`config.mk`:
```
export PLATFORM = sky130hd
export DESIGN_NAME = vga_fb_arbiter
export DESIGN_NICKNAME = d
export VERILOG_FILES = /design/src/rtl/vga_fb_arbiter_pkg.sv /design/src/rtl/vga_fb_arbiter_addr_gen.sv /design/src/rtl/vga_fb_arbiter.sv
export SDC_FILE = /design/constraint.sdc
export NUM_CORES = 1
export LEC_CHECK = 0
export ABC_AREA = 1
export CORE_ASPECT_RATIO = 0.8
export CORE_UTILIZATION = 54
export CTS_CLUSTER_DIAMETER = 40
export CTS_CLUSTER_SIZE = 25
export DETAILED_ROUTE_END_ITERATION = 10
export PLACE_DENSITY = 0.93
export SYNTH_ARGS = -nofsm -noshare
export SYNTH_HDL_FRONTEND = slang
export SYNTH_HIERARCHICAL = 1
export SYNTH_SLANG_ARGS = --single-unit
```
`constraint.sdc`:
```
create_clock -name vgaclk -period 12.1 [get_ports vgaclk]
set_clock_uncertainty 0.15 [all_clocks]
set_input_delay 3.025 -clock vgaclk [delete_from_list [all_inputs] [get_ports vgaclk]]
set_output_delay 3.025 -clock vgaclk [all_outputs]
set_load 0.005 [all_outputs]
```
`src/rtl/vga_fb_arbiter_pkg.sv`:
```
// Shared definitions for the VGA framebuffer arbiter: display timing
// constants, framebuffer geometry, the RGB332 pixel type and the arbiter
// FSM state encoding.
package vga_fb_arbiter_pkg;

  localparam logic [9:0] H_TOTAL  = 10'd800;
  localparam logic [9:0] V_TOTAL  = 10'd525;
  localparam logic [9:0] H_ACTIVE = 10'd640;
  localparam logic [9:0] V_ACTIVE = 10'd480;

  localparam int FB_W = 160;
  localparam int FB_H = 120;

  // {r[2:0], g[2:0], b[1:0]}
  typedef logic [7:0] rgb332_t;

  typedef enum logic {
    IDLE  = 1'b0,
    CLEAR = 1'b1
  } fsm_t;

endpackage

```
`src/rtl/vga_fb_arbiter_addr_gen.sv`:
```
// fb_addr_gen: combinational framebuffer coordinate to linear address.
// addr = y*160 + x, built as (y<<7) + (y<<5) + x so no multiplier is needed.
// Ports:
//   i_x    in  8   framebuffer column (0..159)
//   i_y    in  7   framebuffer row    (0..119)
//   o_addr out 15  linear RAM address
module fb_addr_gen (
  input  logic [7:0]  i_x,
  input  logic [6:0]  i_y,
  output logic [14:0] o_addr
);

  logic [14:0] w_y_ext;
  logic [14:0] w_x_ext;

  assign w_y_ext = {8'd0, i_y};
  assign w_x_ext = {7'd0, i_x};
  assign o_addr  = (w_y_ext << 7) + (w_y_ext << 5) + w_x_ext;

endmodule

```
`src/rtl/vga_fb_arbiter.sv`:
```
// vga_fb_arbiter: shares one single-port synchronous-read framebuffer RAM
// (160x120 RGB332) between VGA scan-out, a clear-screen sequencer and a
// pixel writer. Scan-out prefetches each framebuffer pixel two clocks ahead
// of the beam and always owns the RAM on its slots; the sequencer and the
// writer (in that priority order) use the remaining cycles.
// Ports:
//   vgaclk, rst           pixel clock, synchronous active-high reset
//   hc, vc                beam counters from the timing generator
//   color_out             RGB332 colour for pixel (hc,vc), 0 in blanking
//   mem_addr/we/wdata     RAM command (combinational, this cycle)
//   mem_rdata             RAM read data, valid one clock after address
//   wr_req/x/y/color      writer request, held until wr_ack
//   wr_ack, wr_drop       request consumed / consumed without write
//   clr_req, clr_color    start full-screen fill with clr_color
//   clr_busy, clr_done    fill in progress / single pulse on completion
//   vblank_pulse          single pulse at hc==0, vc==480
module vga_fb_arbiter
  import vga_fb_arbiter_pkg::*;
#(
  parameter int SCALE_SH = 2,
  parameter int ADDR_W   = 15
) (
  input  logic              vgaclk,
  input  logic              rst,
  input  logic [9:0]        hc,
  input  logic [9:0]        vc,
  output logic [7:0]        color_out,
  output logic [ADDR_W-1:0] mem_addr,
  output logic              mem_we,
  output logic [7:0]        mem_wdata,
  input  logic [7:0]        mem_rdata,
  input  logic              wr_req,
  input  logic [7:0]        wr_x,
  input  logic [6:0]        wr_y,
  input  logic [7:0]        wr_color,
  output logic              wr_ack,
  output logic              wr_drop,
  input  logic              clr_req,
  input  logic [7:0]        clr_color,
  output logic              clr_busy,
  output logic              clr_done,
  output logic              vblank_pulse
);

  localparam logic [7:0]        L_FB_W = 8'(FB_W);
  localparam logic [6:0]        L_FB_H = 7'(FB_H);
  localparam logic [ADDR_W-1:0] L_LAST = ADDR_W'(FB_W * FB_H - 1);

  fsm_t              r_state;
  fsm_t              w_state_nxt;
  logic [ADDR_W-1:0] r_cnt;
  rgb332_t           r_clr_color;
  logic              r_clr_done;
  logic [ADDR_W-1:0] r_addr_last;
  logic              r_rd_pend_p1;
  rgb332_t           r_pix_p2;

  logic [9:0]        w_hn;
  logic [9:0]        w_vn;
  logic              w_slot;
  logic [7:0]        w_gx;
  logic [6:0]        w_gy;
  logic [14:0]       w_gen_addr;
  logic              w_wr_in_range;
  logic              w_clr_start;
  logic              w_clr_wr;
  logic [ADDR_W-1:0] w_addr;
  logic              w_we;
  rgb332_t           w_wdata;
  logic              w_wr_ack;
  logic              w_wr_drop;

  // Beam position two clocks ahead; crossing the line end moves to the
  // next line, and the last line wraps to line 0.
  always_comb begin
    if (hc >= H_TOTAL - 10'd2) begin
      w_hn = hc - (H_TOTAL - 10'd2);
      w_vn = (vc == V_TOTAL - 10'd1) ? 10'd0 : vc + 10'd1;
    end else begin
      w_hn = hc + 10'd2;
      w_vn = vc;
    end
  end

  // One RAM read per framebuffer pixel: every 4th lookahead column.
  assign w_slot = (w_hn < H_ACTIVE) && (w_vn < V_ACTIVE) && (w_hn[1:0] == 2'b00);

  // The address generator is shared: scan-out owns it on display slots,
  // the writer on every other cycle.
  assign w_gx = w_slot ? 8'(w_hn >> SCALE_SH) : wr_x;
  assign w_gy = w_slot ? 7'(w_vn >> SCALE_SH) : wr_y;

  fb_addr_gen u_addr_gen (
    .i_x    (w_gx),
    .i_y    (w_gy),
    .o_addr (w_gen_addr)
  );

  assign w_wr_in_range = (wr_x < L_FB_W) && (wr_y < L_FB_H);
  assign w_clr_start   = !rst && (r_state == IDLE) && clr_req;

  // RAM command mux and FSM next state. A clear request in IDLE blocks the
  // writer for that cycle so the fill starts before any pending write.
  always_comb begin
    w_state_nxt = r_state;
    w_addr      = r_addr_last;
    w_we        = 1'b0;
    w_wdata     = wr_color;
    w_wr_ack    = 1'b0;
    w_wr_drop   = 1'b0;
    w_clr_wr    = 1'b0;
    if (!rst) begin
      if (w_clr_start) begin
        w_state_nxt = CLEAR;
      end
      if (w_slot) begin
        w_addr = ADDR_W'(w_gen_addr);
      end else if (r_state == CLEAR) begin
        w_we     = 1'b1;
        w_addr   = r_cnt;
        w_wdata  = r_clr_color;
        w_clr_wr = 1'b1;
        if (r_cnt == L_LAST) begin
          w_state_nxt = IDLE;
        end
      end else if (!clr_req && wr_req) begin
        w_wr_ack = 1'b1;
        if (w_wr_in_range) begin
          w_we    = 1'b1;
          w_addr  = ADDR_W'(w_gen_addr);
          w_wdata = wr_color;
        end else begin
          w_wr_drop = 1'b1;
        end
      end
    end
  end

  always_ff @(posedge vgaclk) begin
    if (rst) begin
      r_state <= IDLE;
    end else begin
      r_state <= w_state_nxt;
    end
  end

  always_ff @(posedge vgaclk) begin
    if (rst) begin
      r_cnt      <= '0;
      r_clr_done <= 1'b0;
    end else begin
      r_clr_done <= w_clr_wr && (r_cnt == L_LAST);
      if (w_clr_start) begin
        r_cnt <= '0;
      end else if (w_clr_wr) begin
        r_cnt <= r_cnt + 1'b1;
      end
    end
  end

  // Fill colour and idle address hold are data; they need no reset.
  always_ff @(posedge vgaclk) begin
    if (w_clr_start) begin
      r_clr_color <= clr_color;
    end
    r_addr_last <= w_addr;
  end

  // p1: read issued last cycle, RAM data arrives on mem_rdata
  always_ff @(posedge vgaclk) begin
    if (rst) begin
      r_rd_pend_p1 <= 1'b0;
    end else begin
      r_rd_pend_p1 <= w_slot;
    end
  end

  // p2: pixel held for its four display columns
  always_ff @(posedge vgaclk) begin
    if (rst) begin
      r_pix_p2 <= '0;
    end else if (r_rd_pend_p1) begin
      r_pix_p2 <= mem_rdata;
    end
  end

  assign color_out    = ((hc < H_ACTIVE) && (vc < V_ACTIVE)) ? r_pix_p2 : 8'h00;
  assign mem_addr     = w_addr;
  assign mem_we       = w_we;
  assign mem_wdata    = w_wdata;
  assign wr_ack       = w_wr_ack;
  assign wr_drop      = w_wr_drop;
  assign clr_busy     = (r_state == CLEAR);
  assign clr_done     = r_clr_done;
  assign vblank_pulse = !rst && (hc == 10'd0) && (vc == V_ACTIVE);

endmodule
```
After elaboration in Yosys (flattened, before gate mapping)
Index checks and enable logic that the tools add are counted.
- logic and storage cells: 74
- register bits after elaboration: 49
- add/subtract/negate cells: 6
- bitwise logic cells: 1
- reductions and logical operators: 15
- order comparisons: 7
- equality and inequality tests: 3
- mux-type cells: 35
- operator list (operator ; count):
    15-bit two-way mux ; 5
    8-bit two-way mux ; 5
    10-bit two-way mux ; 3
    1-bit two-way mux ; 21
    10-bit less-than comparator (second input constant) ; 2
    10-bit by 9-bit less-than comparator with 1-bit output (second input constant) ; 2
    14-bit by 12-bit adder with 15-bit output ; 1
    15-bit by 1-bit adder with 15-bit output (second input constant) ; 1
    15-bit by 8-bit adder with 15-bit output ; 1
    15-bit equality test (second input constant) ; 1
    10-bit by 1-bit adder with 10-bit output (second input constant) ; 1
    10-bit by 2-bit adder with 10-bit output (second input constant) ; 1
    10-bit equality test (second input constant) ; 1
    10-bit by 9-bit equality test with 1-bit output (second input constant) ; 1
    10-bit >= comparator (second input constant) ; 1
    1-bit logical AND ; 10
    10-bit zero test ; 1
    10-bit subtractor (second input constant) ; 1
    8-bit less-than comparator (second input constant) ; 1
    7-bit less-than comparator (second input constant) ; 1
    7-bit two-way mux ; 1
    1-bit zero test ; 2
    2-bit zero test ; 1
    2-bit OR reduction ; 1
    1-bit NOT ; 1

Longest topological paths before layout
Gate-level depths: netlist of run 1.
- word-level depth: 14
- gate-level depth with buffers: 29
- mapped depth without buffers: 28

Cells and area by module
The synthesis of run 1 kept the hierarchy.
- by module, submodules not included (module ; cells each ; times used ; area an instance (sq um)):
    vga_fb_arbiter ; 553 ; 1 ; 3417.0
    fb_addr_gen ; 75 ; 1 ; 481.7

Least setup slack after synthesis of run 1
OpenSTA, ideal clock, no wires.
- path kind: input -> output
- start point: input hc[1]
- end point: output mem_addr[12]
- path buffers: 2
- arrival: 6.406 ns
- stages: 29
- setup slack: 2.519 ns
- path through: ha_1 -> nand3_1 -> nor2_1 -> nand2_1 -> nand2_1 -> nand2_1 -> nand2_1 -> nand2_1 -> nand2_1 -> nand2_1 -> nand3_4 -> buf_6 -> buf_2 -> nand2_1 -> o21ai_1 -> inv_1 -> fa_1 -> inv_1 -> fa_1 -> nand2_1 -> nand2_1 -> nand3b_1 -> nand2_1 -> nand2_1 -> nand2_1 -> o21ai_0 -> o21ai_0 -> nand3_1 -> nand3_1
- cells in the longest elaborated chain, start to end: 13
- elaborated cells between the ends (all ways): 19
- those cells by class: add/sub (4); order compare (3); mux (9); reduce/logical (3)
- RTL lines (item ; RTL line ; source):
    start: declaration ; vga_fb_arbiter.sv:25 ; input logic [9:0] hc,
    10-bit by 2-bit adder with 10-bit output, or another cell as far along ; vga_fb_arbiter.sv:80 ; w_hn = hc + 10'd2;
    10-bit two-way mux ; vga_fb_arbiter.sv:76 ; if (hc >= H_TOTAL - 10'd2) begin
    10-bit less-than comparator / 10-bit by 9-bit less-than comparator with 1-bit output (equally long branches) ; vga_fb_arbiter.sv:86 ; assign w_slot = (w_hn < H_ACTIVE) && (w_vn < V_ACTIVE) && (w_hn[1:0] == 2'b00);
    1-bit logical AND (2 in a row) ; vga_fb_arbiter.sv:86 ;
    7-bit two-way mux * ; vga_fb_arbiter.sv:91 ; assign w_gy = w_slot ? 7'(w_vn >> SCALE_SH) : wr_y;
    via w_gy[0] ; vga_fb_arbiter.sv:62 ; logic [6:0] w_gy;
    14-bit by 12-bit adder with 15-bit output * ; vga_fb_arbiter_addr_gen.sv:18 ; assign o_addr = (w_y_ext << 7) + (w_y_ext << 5) + w_x_ext;
    15-bit by 8-bit adder with 15-bit output * ; vga_fb_arbiter_addr_gen.sv:18 ;
    via w_gen_addr[12] ; vga_fb_arbiter.sv:63 ; logic [14:0] w_gen_addr;
    15-bit two-way mux ; vga_fb_arbiter.sv:128 ; if (w_wr_in_range) begin
    15-bit two-way mux ; vga_fb_arbiter.sv:126 ; end else if (!clr_req && wr_req) begin
    15-bit two-way mux ; vga_fb_arbiter.sv:118 ; end else if (r_state == CLEAR) begin
    15-bit two-way mux * ; vga_fb_arbiter.sv:116 ; if (w_slot) begin
    15-bit two-way mux * ; vga_fb_arbiter.sv:112 ; if (!rst) begin
    end: declaration ; vga_fb_arbiter.sv:28 ; output logic [ADDR_W-1:0] mem_addr,
The timed path passes the listed nets; every way through them passes the cells marked *.

Final worst setup path of run 1
- start point: input hc[1]
- end point: output mem_addr[10]
- elaborated cells between the ends (all ways): 19
- those cells by class: add/sub (4); order compare (3); mux (9); reduce/logical (3)
- RTL lines (item ; RTL line ; source):
    10-bit by 2-bit adder with 10-bit output, or another cell as far along ; vga_fb_arbiter.sv:80 ;
    10-bit two-way mux ; vga_fb_arbiter.sv:76 ;
    10-bit less-than comparator / 10-bit by 9-bit less-than comparator with 1-bit output (equally long branches) ; vga_fb_arbiter.sv:86 ;
    1-bit logical AND (2 in a row) ; vga_fb_arbiter.sv:86 ;
    8-bit two-way mux * ; vga_fb_arbiter.sv:90 ; assign w_gx = w_slot ? 8'(w_hn >> SCALE_SH) : wr_x;
    via w_gx[7] ; vga_fb_arbiter.sv:61 ; logic [7:0] w_gx;
    15-bit by 8-bit adder with 15-bit output * ; vga_fb_arbiter_addr_gen.sv:18 ;
    via w_gen_addr[10] ; vga_fb_arbiter.sv:63 ;
    15-bit two-way mux ; vga_fb_arbiter.sv:128 ;
    15-bit two-way mux ; vga_fb_arbiter.sv:126 ;
    15-bit two-way mux ; vga_fb_arbiter.sv:118 ;
    15-bit two-way mux * ; vga_fb_arbiter.sv:116 ;
    15-bit two-way mux * ; vga_fb_arbiter.sv:112 ;
Marks and branches as above.

==> results of run 1 <==
-- registers in the layout, indices dropped and copies added, names as in the netlist --
name	cells
clr_done	1
r_pix_p2	8
r_rd_pend_p1	1
r_cnt	15
r_clr_color	8
clr_busy	1
r_addr_last	15
-- power by group --
group          switching [mW]  total, mW  internal, mW  leakage [nW]
sequential             0.0107      0.192         0.181         0.410
clock                  0.0589      0.121        0.0626        0.0558
combinational          0.0968      0.184        0.0872          1.71
total                   0.166      0.497         0.331          2.17
-- kinds of logic after synthesis --
kind of cell	after synthesis
flip-flops	49
AO/OA/AOI/OAI	78
adder cells (fa/ha/maj)	17
XOR/XNOR	15
buffers and inverters	96
AND/OR/NAND/NOR	373
-- worst min-delay path by stage --
| stage | start | to | slack, ns | cells after the start |
|---|---|---|---|---|
| 6_report | r_pix_p2[6] | r_pix_p2[6] | 0.32 | 2 |
| 5_1_grt | r_pix_p2[4] | r_pix_p2[4] | 0.33 | 2 |
| 4_1_cts | r_pix_p2[6] | r_pix_p2[6] | 0.32 | 2 |
| 3_5_place_dp | r_pix_p2[6] | r_pix_p2[6] | 0.30 | 2 |
| 3_3_place_gp | r_pix_p2[4] | r_pix_p2[4] | 0.29 | 2 |
| 2_1_floorplan | r_pix_p2[0] | r_pix_p2[0] | 0.28 | 2 |
-- layout make-up --
| cell class | count | area, sq um | area share (%) |
|---|---|---|---|
| Timing Repair Buffer | 101 | 1010 | 20.4 |
| Tap cell | 87 | 109 | 2.20 |
| Clock inverter | 2 | 38.8 | 0.785 |
| Clock buffer | 6 | 72.6 | 1.47 |
| Multi-Input combinational cell | 483 | 2400 | 48.6 |
| Inverter | 67 | 251 | 5.09 |
| Sequential cell | 49 | 1060 | 21.5 |
-- layer usage --
| layer | track usage (%) | vias to the layer above |
|---|---|---|
| met1 | 41.0 | 2037 |
| met4 | 10.1 | 0 |
| met2 | 47.3 | 263 |
| met5 | 0 | - |
| met3 | 5.86 | 30 |
| li1 | - | 2207 |
-- Yosys cell counts, drive strengths merged (2+ instances only) --
cell | instances | area share (%)
inv | 66 | 6.4
xnor2 | 2 | 0.45
nor3 | 8 | 1.0
a31oi | 12 | 1.9
clkbuf | 11 | 1.1
dfxtp | 41 | 21
nand4 | 11 | 1.8
o21ai | 30 | 3.9
nand3b | 3 | 0.58
nand2 | 215 | 21
fa | 2 | 1.0
a21oi | 25 | 3.2
ha | 15 | 4.8
a22oi | 9 | 1.7
xor2 | 13 | 2.9
nor4 | 4 | 0.64
nor2 | 53 | 5.4
buf | 18 | 3.7
edfxtp | 8 | 6.2
nand3 | 77 | 10
-- metrics by stage --
stage / total power, mW / area, sq um / utilization [%]
final: 0.497 / 4940 / 71.3
after global routing: 0.522 / 4940 / 71.3
after CTS: 0.493 / 4940 / 71.3
after detailed placement: 0.376 / 4830 / 69.7
after global placement: 0.370 / 4830 / 69.7
after floorplan: 0.300 / 3900 / -
-- critical path: stages --
cell and delay, ns:
clkdlybuf4s50_1 0.47, ha_1 0.27, nand4_1 0.13, nand3_2 0.21, nand2_2 0.26, inv_1 0.16, nand2_1 0.09, nor2_1 0.04
nor2_1 0.21, nand3_4 0.25, inv_1 0.21, nand2_1 0.08, nand2_1 0.07, inv_1 0.06, fa_1 0.53, inv_1 0.07
fa_1 0.45, nand2_1 0.08, nand2_1 0.07, nand2_1 0.09, xnor2_1 0.15, a31oi_1 0.11, a22oi_1 0.19, nand3_1 0.10
nand3_1 0.14, clkdlybuf4s50_1 0.51
==> results.txt, run 1 <==
# diodes: 0
Die X: 97 microns
Max Used Layer: met4
Pwr/cell area: 101 mW/mm^2
Met3 WL: 1090 microns
Hold-fix buffers, CTS: 0
Status: completed
Clk Latency, worst-skew pair: 0.32 ns
Drt wl/cell: 14.3 microns
Synthesized Nets: 708
GRT overflow: 0
Initial antenna violation count: 0
# IOs: 100
Row cnt: 27
Setup-failing EPs final: 0
TritonCTS Sinks: 49
Starting Density: 56.3%
Total Routed Length: 11,400 microns
Ys Warns: 6
Pre-CTS setup slack: 0.984 ns
Die area: 0.00757 sq mm
Xor/xnor cell area share of the yosys netlist: 3.37%
First-pass GRT wire length: 18,700 microns
LEAKAGE: 2.17 nW
Tmin final: 11.22 ns
Final WS setup: 0.883 ns
Largest net degree at the start of global routing: 46
Reg2Reg Depth: 7
Synth cell types: 37
Crit path DAT: 8.04 ns
HPWL after DPL: 8770 microns
Final Non-Filler Cells: 795
Final setup TNS: 0 ns
Seq cells post-synth: 49
Cts repair resizes: 0
Final Hold Fails: 0
Crit Path Category: input pin to output port
Mean post-synth cell area: 6.21 sq um
Tightest Pin Transition: 0.946 ns
Count of final max-slew check failures: 0
Total GRT Usage: 30.0%
Fraction of layout cells with a size suffix above 1: 2.82%
Worst hold slack: 0.319 ns
Syn Inst Count: 628
Max VDD drop: 0.0660 mV
RSZ-0062 raised after global routing: no
Antenna Nets Post-Route: 0
Drt pass-1 iters: 7
Critical path origin: hc[1]
Final GP Congestion: 0.925
Number of synthesized flops with an enable pin: 8
Max_slew headroom: 36.8%
Met2 wire len: 5000 microns
Peak Freq: 89.1 MHz
CP Data Required Time: 8.92 ns
Max_cap viols: 0
FF-to-FF Start: clr_busy
Worst-path clk slew: 0.09 ns
CTS H-tree lvls: 2
CP endpoint kind: output port
CTS Buf Count: 5
Final nets: 787
Vias per Instance: 5.71
End point of the critical path: mem_addr[10]
Die H: 78 microns
Via count: 4,537
Mux contribution to synthesized area: 0%
Register area share after synthesis: 27.2%
Clk root buf: clkbuf_8
Final Cycle Share: 92.7%
Port Buffer Count: 99
Area share of fa/ha/maj cells after synthesis: 5.84%
CTS Buffer Depth: 2
Core ar.: 0.00693 sq mm
Setup Buffers After CTS: 0
Tightest Hold Check Type: flop to flop
Largest family of logic cells by synthesized area: simple AND/OR/NAND/NOR gates
Synth async-reset ratio: 0%
Vias in the first global route: 4,113
DRC errors left: 0
TritonCTS clock tree: done
Placed insts: 787
FF-to-FF setup slack: 8.88 ns
Critical Path Source Type: input pin
Post-synthesis simple-gate area fraction: 41.2%
P&R area growth vs syn: 26.7%
CP max FO: 23
RR Endpoint: r_cnt[9]
Wire length on met1: 5070 microns
Synth Flop Type: dfxtp_1
Most common cell after layout, fill and taps aside: nand2_1
FILL cells: 564
Commonest non-fill, non-tap cells in the layout: nand2_1 (213), clkdlybuf4s50_1 (99), nand3_1 (74)
Complex-gate fraction of the synthesized area: 11.2%
DRT iter0 DRCs: 407
Cell Area, Synth: 0.00390 sq mm
(Power assumes the default switching activity.)
==> run 2: changes to the inputs <==
--- a/config.mk
+++ b/config.mk
@@ -13,2 +13,3 @@
 export DETAILED_ROUTE_END_ITERATION = 10
+export HOLD_SLACK_MARGIN = 0.08
 export PLACE_DENSITY = 0.93
==> constraint.sdc (replaced) <==
create_clock -name vgaclk -period 12.1 [get_ports vgaclk]
set_clock_uncertainty 0.15 [all_clocks]
set_input_delay 1.21 -clock vgaclk [delete_from_list [all_inputs] [get_ports vgaclk]]
set_output_delay 1.21 -clock vgaclk [all_outputs]
set_load 0.005 [all_outputs]
==> results.txt, run 2 (synthesis gave the netlist of run 1 again) <==
Antenna Nets Post-Route: 0
TritonCTS Sinks: 49
Final WS setup: 4.01 ns
Crit Path Category: input pin to output port
CTS H-tree lvls: 2
Die area: 0.00757 sq mm
# IOs: 100
CP endpoint kind: output port
Pre-CTS setup slack: 4.08 ns
Drt pass-1 iters: 5
CP Data Required Time: 10.74 ns
LEAKAGE: 2.15 nW
Max_slew headroom: 26.5%
Port Buffer Count: 99
P&R area growth vs syn: 25.8%
Largest net degree at the start of global routing: 68
Count of final max-slew check failures: 0
Drt wl/cell: 14.4 microns
Vias in the first global route: 4,149
Via count: 4,525
Vias per Instance: 5.71
DRC errors left: 0
Final Hold Fails: 0
Core ar.: 0.00693 sq mm
Top flop regs: r_addr_last (15), r_cnt (15)
First-pass GRT wire length: 18,500 microns
Worst-path clk slew: 0.10 ns
Tightest Hold Check Type: flop to flop
Total GRT Usage: 29.4%
DRT iter0 DRCs: 335
Total Routed Length: 11,400 microns
Crit path DAT: 6.73 ns
Most common cell after layout, fill and taps aside: nand2_1
RSZ-0062 raised after global routing: no
Cts repair resizes: 0
Final Non-Filler Cells: 793
Row cnt: 27
Initial antenna violation count: 0
Placed insts: 785
Status: completed
TritonCTS clock tree: done
Setup-failing EPs final: 0
Max_cap viols: 0
Clk root buf: clkbuf_8
Tmin final: 8.09 ns
Max VDD drop: 0.0665 mV
FILL cells: 573
CTS Buffer Depth: 2
Final nets: 785
Tightest Pin Transition: 1.10 ns
Fraction of layout cells with a size suffix above 1: 2.55%
Peak Freq: 124 MHz
Commonest non-fill, non-tap cells in the layout: nand2_1 (213), clkdlybuf4s50_1 (99), nand3_1 (74)
GRT overflow: 0
Critical Path Source Type: input pin
# diodes: 0
Setup Buffers After CTS: 0
HPWL after DPL: 8680 microns
Clk Latency, worst-skew pair: 0.31 ns
CP max FO: 67
FF-to-FF setup slack: 8.82 ns
Starting Density: 56.3%
Final GP Congestion: 1.00
CTS Buf Count: 5
Die X: 97 microns
Final Cycle Share: 66.9%
Final setup TNS: 0 ns
Tot Pwr: 0.477 mW
Die H: 78 microns
Hold-fix buffers, CTS: 0
Pwr/cell area: 97.3 mW/mm^2
==> run 2: cell types whose count changed in the layout (fill, tap and decap cells not counted), sizes merged <==
cell | previous run | this run
buf | 2 | 0
bufinv | 1 | 0
clkbuf | 6 | 5
clkinv | 1 | 3
==> run 2: layout make-up <==
type / count / area (sq um) / area share (%)
Multi-Input combinational cell: 483 / 2400 / 49.0
Sequential cell: 49 / 1060 / 21.6
Timing Repair Buffer: 99 / 991 / 20.2
Clock inverter: 3 / 21.3 / 0.434
Tap cell: 87 / 109 / 2.22
Inverter: 67 / 251 / 5.13
Clock buffer: 5 / 68.8 / 1.40
==> run 2: path summary, 6_finish.rpt <==
check,endpoint,cells after the start,startpoint
setup / recovery,mem_addr[12],28,hc[6]
hold / removal,r_pix_p2[3],2,r_pix_p2[3]
setup reg to reg,r_cnt[9],7,clr_busy
hold reg to reg,r_pix_p2[3],2,r_pix_p2[3]
==> run 2: per-stage QoR <==
| stage | util, % | hold slack (ns) | instance area, sq um |
|---|---|---|---|
| global route | 70.8 | 0.341 | 4900 |
| detailed placement | 69.5 | 0.301 | 4810 |
| finish | 70.8 | 0.318 | 4900 |
| floorplan | - | 0.279 | 3900 |
| CTS | 70.8 | 0.316 | 4900 |
| global placement | 69.5 | 0.295 | 4810 |
==> run 2: routing by layer <==
metal / vias to the layer above / global-route usage (%) / part of all wire [%] / wire [microns]
met3: 28 / 6.22 / 9.3 / 1060
met1: 2066 / 39.5 / 44 / 5010
met4: 0 / 7.76 / 1.8 / 206
li1: 2203 / - / - / -
met2: 228 / 47.7 / 45 / 5110
met5: - / 0 / 0 / 0
==> run 2: critical path: stages <==
cell and delay [ns]:
clkdlybuf4s50_1 0.52, inv_2 0.11, nand2_1 0.06, nor2_2 0.18, nand3_2 0.21, nand2_2 0.25, inv_1 0.18, nand2_1 0.09
nor2_1 0.05, nor2_1 0.21, nand3_4 0.60, inv_1 0.36, nand3_1 0.11, nand2_1 0.11, inv_1 0.06, fa_1 0.47
inv_1 0.07, fa_1 0.46, nand2_1 0.09, nand2_1 0.07, nand3b_1 0.11, nand3_1 0.07, nand2_1 0.08, o21ai_0 0.09
o21ai_0 0.17, nand3_1 0.10, nand3_1 0.14, clkdlybuf4s50_1 0.50
==> run 2: report_power, final <==
part / switching (mW) / internal [mW] / leakage [nW]
Clock: 0.0603 / 0.0413 / 0.0462
Combinational: 0.0967 / 0.0869 / 1.70
Sequential: 0.0112 / 0.181 / 0.410
Total: 0.168 / 0.309 / 2.15
